`src/rtl/ddr_axi_wr_burst.sv`:
```
// Drains the store FIFO into DDR as AXI4 INCR write bursts of (alen+1) 32-byte beats,
// advancing a circular write pointer over a fixed power-of-two region.
module ddr_axi_wr_burst #(
    parameter int                ADDR_W       = 32,
    parameter int                DATA_W       = 256,
    parameter logic [ADDR_W-1:0] BASE_ADDR    = '0,
    parameter logic [ADDR_W-1:0] REGION_BYTES = 32'h0010_0000
) (
    input  logic                axi_clk,
    input  logic                rst,
    input  logic                enable,
    input  logic [7:0]          alen,
    input  logic [9:0]          occupants,
    output logic                fifo_rd_en,
    input  logic [DATA_W-1:0]   fifo_rdata,
    input  logic                fifo_rvalid,
    output logic [ADDR_W-1:0]   awaddr,
    output logic [7:0]          awlen,
    output logic [2:0]          awsize,
    output logic [1:0]          awburst,
    output logic                awvalid,
    input  logic                awready,
    output logic [DATA_W-1:0]   wdata,
    output logic [DATA_W/8-1:0] wstrb,
    output logic                wlast,
    output logic                wvalid,
    input  logic                wready,
    input  logic [1:0]          bresp,
    input  logic                bvalid,
    output logic                bready,
    output logic                burst_done,
    output logic                resp_err,
    output logic                cfg_err
);

    typedef enum logic [1:0] {IDLE, ADDR, DATA, RESP} state_t;

    state_t              state_reg, state_next;
    logic [7:0]          len_reg;
    logic [ADDR_W-1:0]   ptr_reg;
    logic [ADDR_W-1:0]   awaddr_reg;
    logic [7:0]          awlen_reg;
    logic [8:0]          req_cnt_reg;
    logic [7:0]          beat_cnt_reg;
    logic                inflight_reg;
    logic                out_valid_reg;
    logic [DATA_W-1:0]   out_data_reg;
    logic                skid_valid_reg;
    logic [DATA_W-1:0]   skid_data_reg;
    logic                resp_err_reg;
    logic                bad_prev_reg;

    logic                alen_legal;
    logic                occ_ok;
    logic                start_cond;
    logic                start_ok;
    logic                bad_cond;
    logic [8:0]          beats_total;
    logic                w_fire;
    logic                incoming;
    logic [1:0]          held_words;
    logic                wlast_int;
    logic                b_fire;
    logic [ADDR_W-1:0]   ptr_adv;

    // alen+1 must be a power of two no larger than 128
    assign alen_legal  = !alen[7] && ((alen & (alen + 8'd1)) == 8'd0);
    assign occ_ok      = occupants >= ({2'b00, alen} + 10'd1);
    assign start_cond  = (state_reg == IDLE) && enable && occ_ok;
    assign start_ok    = start_cond && alen_legal;
    assign bad_cond    = start_cond && !alen_legal;
    assign beats_total = {1'b0, len_reg} + 9'd1;

    assign w_fire      = out_valid_reg && wready;
    assign incoming    = fifo_rvalid && inflight_reg;
    assign wlast_int   = out_valid_reg && (beat_cnt_reg == len_reg);
    assign b_fire      = (state_reg == RESP) && bvalid;

    // Occupancy after this cycle's beat leaves, so a pop can overlap a send
    assign held_words  = 2'(out_valid_reg) + 2'(skid_valid_reg) + 2'(inflight_reg) - 2'(w_fire);
    assign fifo_rd_en  = (state_reg == DATA) && (req_cnt_reg < beats_total) && (held_words < 2'd2);

    assign ptr_adv     = (ptr_reg + (ADDR_W'(beats_total) << 5)) & (REGION_BYTES - 1'b1);

    assign awaddr      = awaddr_reg;
    assign awlen       = awlen_reg;
    assign awsize      = 3'b101;
    assign awburst     = 2'b01;
    assign awvalid     = (state_reg == ADDR);
    assign wdata       = out_data_reg;
    assign wstrb       = '1;
    assign wvalid      = out_valid_reg;
    assign wlast       = wlast_int;
    assign bready      = (state_reg == RESP);
    assign burst_done  = b_fire;
    assign resp_err    = resp_err_reg;
    assign cfg_err     = bad_cond && !bad_prev_reg;

    always_comb begin
        state_next = state_reg;
        case (state_reg)
            IDLE:    if (start_ok)            state_next = ADDR;
            ADDR:    if (awready)             state_next = DATA;
            DATA:    if (w_fire && wlast_int) state_next = RESP;
            RESP:    if (bvalid)              state_next = IDLE;
            default:                          state_next = IDLE;
        endcase
    end

    always_ff @(posedge axi_clk) begin
        if (!rst) begin
            state_reg      <= IDLE;
            len_reg        <= '0;
            ptr_reg        <= '0;
            awaddr_reg     <= '0;
            awlen_reg      <= '0;
            req_cnt_reg    <= '0;
            beat_cnt_reg   <= '0;
            inflight_reg   <= 1'b0;
            out_valid_reg  <= 1'b0;
            out_data_reg   <= '0;
            skid_valid_reg <= 1'b0;
            skid_data_reg  <= '0;
            resp_err_reg   <= 1'b0;
            bad_prev_reg   <= 1'b0;
        end else begin
            state_reg    <= state_next;
            bad_prev_reg <= bad_cond;
            inflight_reg <= fifo_rd_en;

            if (start_ok) begin
                len_reg      <= alen;
                awaddr_reg   <= BASE_ADDR + ptr_reg;
                awlen_reg    <= alen;
                req_cnt_reg  <= '0;
                beat_cnt_reg <= '0;
            end
            if (fifo_rd_en)
                req_cnt_reg <= req_cnt_reg + 9'd1;
            if (w_fire)
                beat_cnt_reg <= beat_cnt_reg + 8'd1;

            if (b_fire) begin
                ptr_reg <= ptr_adv;
                if (bresp != 2'b00)
                    resp_err_reg <= 1'b1;
            end

            // Output register refills from skid first to keep FIFO order
            if (w_fire || !out_valid_reg) begin
                if (skid_valid_reg) begin
                    out_valid_reg  <= 1'b1;
                    out_data_reg   <= skid_data_reg;
                    skid_valid_reg <= incoming;
                    if (incoming)
                        skid_data_reg <= fifo_rdata;
                end else begin
                    out_valid_reg <= incoming;
                    if (incoming)
                        out_data_reg <= fifo_rdata;
                end
            end else if (incoming) begin
                skid_valid_reg <= 1'b1;
                skid_data_reg  <= fifo_rdata;
            end
        end
    end

endmodule

```
`config.mk`:
```
export PLATFORM = sky130hd
export DESIGN_NAME = ddr_axi_wr_burst
export DESIGN_NICKNAME = d
export VERILOG_FILES = /design/src/rtl/ddr_axi_wr_burst.sv
export SDC_FILE = /design/constraint.sdc
export NUM_CORES = 1
export LEC_CHECK = 0
export CAP_MARGIN = 20
export CORE_ASPECT_RATIO = 0.75
export CORE_MARGIN = 4
export CORE_UTILIZATION = 40
export CTS_BUF_LIST = sky130_fd_sc_hd__clkbuf_16
export CTS_CLUSTER_SIZE = 20
export DETAILED_ROUTE_END_ITERATION = 6
export PLACE_DENSITY = 0.68
export REMOVE_ABC_BUFFERS = 1
export SYNTH_ARGS = -nofsm -noshare
export SYNTH_HDL_FRONTEND = slang
export SYNTH_SLANG_ARGS = --single-unit
```
`constraint.sdc`:
```
create_clock -name axi_clk -period 3.9 [get_ports axi_clk]
set_input_delay 0.975 -clock axi_clk [delete_from_list [all_inputs] [get_ports axi_clk]]
set_output_delay 0.975 -clock axi_clk [all_outputs]
set_load 0.02 [all_outputs]
```
==> impl_metrics.ini <==
[worst_setup_path]
cp.arrival_ps = 2910
cp_cell_sequence = buf_4 > and3_4 > nand3_2 > or2_4 > ha_4 > ha_4 > a21o_1 > a211oi_2 > o2bb2ai_2 > nand3_2 > nor2_1 > buf_4
required_ps = 2920
cpMaxStageDelayCell = a211oi_2
crit_path_start_kind = input pin
cpPeakStageDelay_ps = 280
crit_fanout = 3
worst-setup-path-type = in2out
end_kind = primary output

[floorplanning]
core-area_mm2 = 0.05925
die_y_um = 220.5
rows = 77
die_w_um = 291.3
dieArea_mm2 = 0.06421
ios = 624
start_util = 0.4063

[sta]
finClkSkew_ps = 22.20
setup_viol = 0
max-slew-margin-rel = 0.1877
drv_slew = 0
fin_crit_sh = 0.9974
max_freq_mhz = 257.1
tightest_slew_ps = 1218
rsz0062_at_grt = yes
hold_viol = 0
fin_ws_ps = 10.18
fin_crit_ps = 3890

[power]
finalPower_mw = 12.20
leakage_nw = 10.48
ir_worst_vdd_v = 0.0003303
power_density_mw_per_mm2 = 375.6

[logic_synthesis]
synth_cell_types = 57
synth_edf_count = 0
ys_seq_elements = 574
syn_area_mm2 = 0.02407
ys_top_cells_by_area = dfxtp_1 48%, mux2i_1 11%, nand2_1 9.4%
synth_top_area_cell = dfxtp_1
synth_top_area_frac = 0.4773
synth.yosys.seq_area_share = 0.4773
syn_inst = 2791
synth_ff_type = dfxtp_1
synth_commonest_cells = 606 x nand2_1, 574 x dfxtp_1, 297 x a21oi_1
synth_most_common_cell = nand2_1
async_reset_ff_frac = 0
avgSynthCellArea_um2 = 8.625
yosysWarnings = 0

[clocking]
hold_buffers = 0
clkLatencyLatePin_ps = 600
cts_tree = done
clkTransAtPathRegs_ps = 60
cts_buffers = 57
cts_buffer_depth = 3
htree_levels = 2
cts_root_buffer = clkbuf_16
cts_sinks = 574

[global_route]
grt_max_degree = 132
grt_pass1_wl_um = 113400
grt-ovfl-total = 0
grtUsageTotal = 0.2151
grt_pass1_vias = 20370
antenna_found_initial = 10

[routing]
postRouteAntennaNets = 0
wl_per_cell_um = 17.81
drt-vias-per-instance = 5.124
via_count = 21180
dr.pass1.iters = 5
routed_wl_um = 73600
initialDrtViolationCount = 1396
remaining_drc_errors = 0

[placed_design]
port-buffer-count = 569
gp_congestion = 0.8905
place_ws_ps = -1009
hpwl_um = 50550

[final_layout]
layout-drive-gt1-share = 0.06627
layout.nets = 3616
fill_cells = 5235
syn2layout_area_growth_pct = 34.96

[hold_path]
hold_path.class = reg2reg

[job]
cap_violations = 0

[status]
outcome = complete, no violations
routing by layer:
layer,track usage,up-vias,part of all wire,wire length (µm)
li1,-,10510,-,-
met1,0.2806,9966,0.44,32330
met2,0.3534,564,0.46,34110
met3,0.05880,124,0.072,5330
met4,0.05999,10,0.024,1755
met5,0,-,0.00091,67
path summary, 6_finish.rpt:
path / slack [ps] / startpoint / depth (start not counted) / end
min: 450 / skid_data_reg[232] / 2 / skid_data_reg[232]
max: 10 / alen[0] / 12 / cfg_err
min reg2reg: 450 / skid_data_reg[232] / 2 / skid_data_reg[232]
max reg2reg: 700 / awlen[1] / 14 / ptr_reg[18]
power by group:
group	switching (mW)	internal, mW
registers	0.0401	5.92
clock network	2.32	2.80
logic	0.565	0.567
logic make-up (layout without fill, tap and decap cells):
kind of cell / Yosys count / in the layout / synth area share
multiplexers: 259 / 259 / 0.1077
AND/OR/NAND/NOR: 964 / 964 / 0.1586
adder cells (fa/ha/maj): 45 / 45 / 0.02370
other: 2 / 62 / 0.0003120
XOR/XNOR: 26 / 26 / 0.009460
buffers and inverters: 301 / 793 / 0.06133
flip-flops: 574 / 574 / 0.4773
AO/OA/AOI/OAI: 620 / 620 / 0.1615
cell type report:
class                   count  area [µm²]  area share
inverters                  32       127.6    0.003928
flip-flops and latches    574       11500      0.3538
well taps                 790       988.4     0.03042
clock buffers              59        1476     0.04544
multi-input cells        1968       11540      0.3553
clock inverters            47       245.2    0.007548
diodes                      8       20.02   0.0006162
repair buffers            655        6590      0.2028
cells in the final DEF (no fill, tap or decap), types with 7 or more instances in the layout:
cell type        Yosys  routed
nand2_1            606     605
dfxtp_1            574     572
clkdlybuf4s50_1      0     559
a21oi_1            297     295
nor2_1             283     279
a211oi_1           263     262
mux2i_1            259     259
buf_4               55      65
clkbuf_16            0      59
conb_1               2      54
inv_1               30      40
ha_1                44      36
buf_12               0      21
nand3_1             25      20
clkinv_1             1      20
o21ai_0             18      17
xnor2_1             18      16
diode_2              0       8
clkinv_2             0       8
and3_1               9       7
xor2_1               8       7
nor3_1               7       7
ha_4                 0       7
critical path: cells and delay by family:
kind	cells	cell delay, ps
fa+ha+maj	2	460
simple gates	5	660
compound gates	3	550
buf+inv	2	260
per-stage QoR:
stage	cell area (µm²)	hold slack [ps]	cells	util	TNS, ps
global placement	30390	433.3	3999	0.5129	-5954
floorplan	22910	436.0	2574	-	-8101070
CTS	32370	455.0	4124	0.5463	-12.85
detailed placement	30390	446.3	3999	0.5129	-8813
global route	32470	468.3	4127	0.5481	-101.8
finish	32490	453.1	4133	0.5483	0
repair_timing:
item	in CTS	in global routing
gates resized for setup	45	31
endpoints found under the setup margin	2	3
pin swaps	11	13
setup buffers	19	1
(Power assumes the default switching activity.)
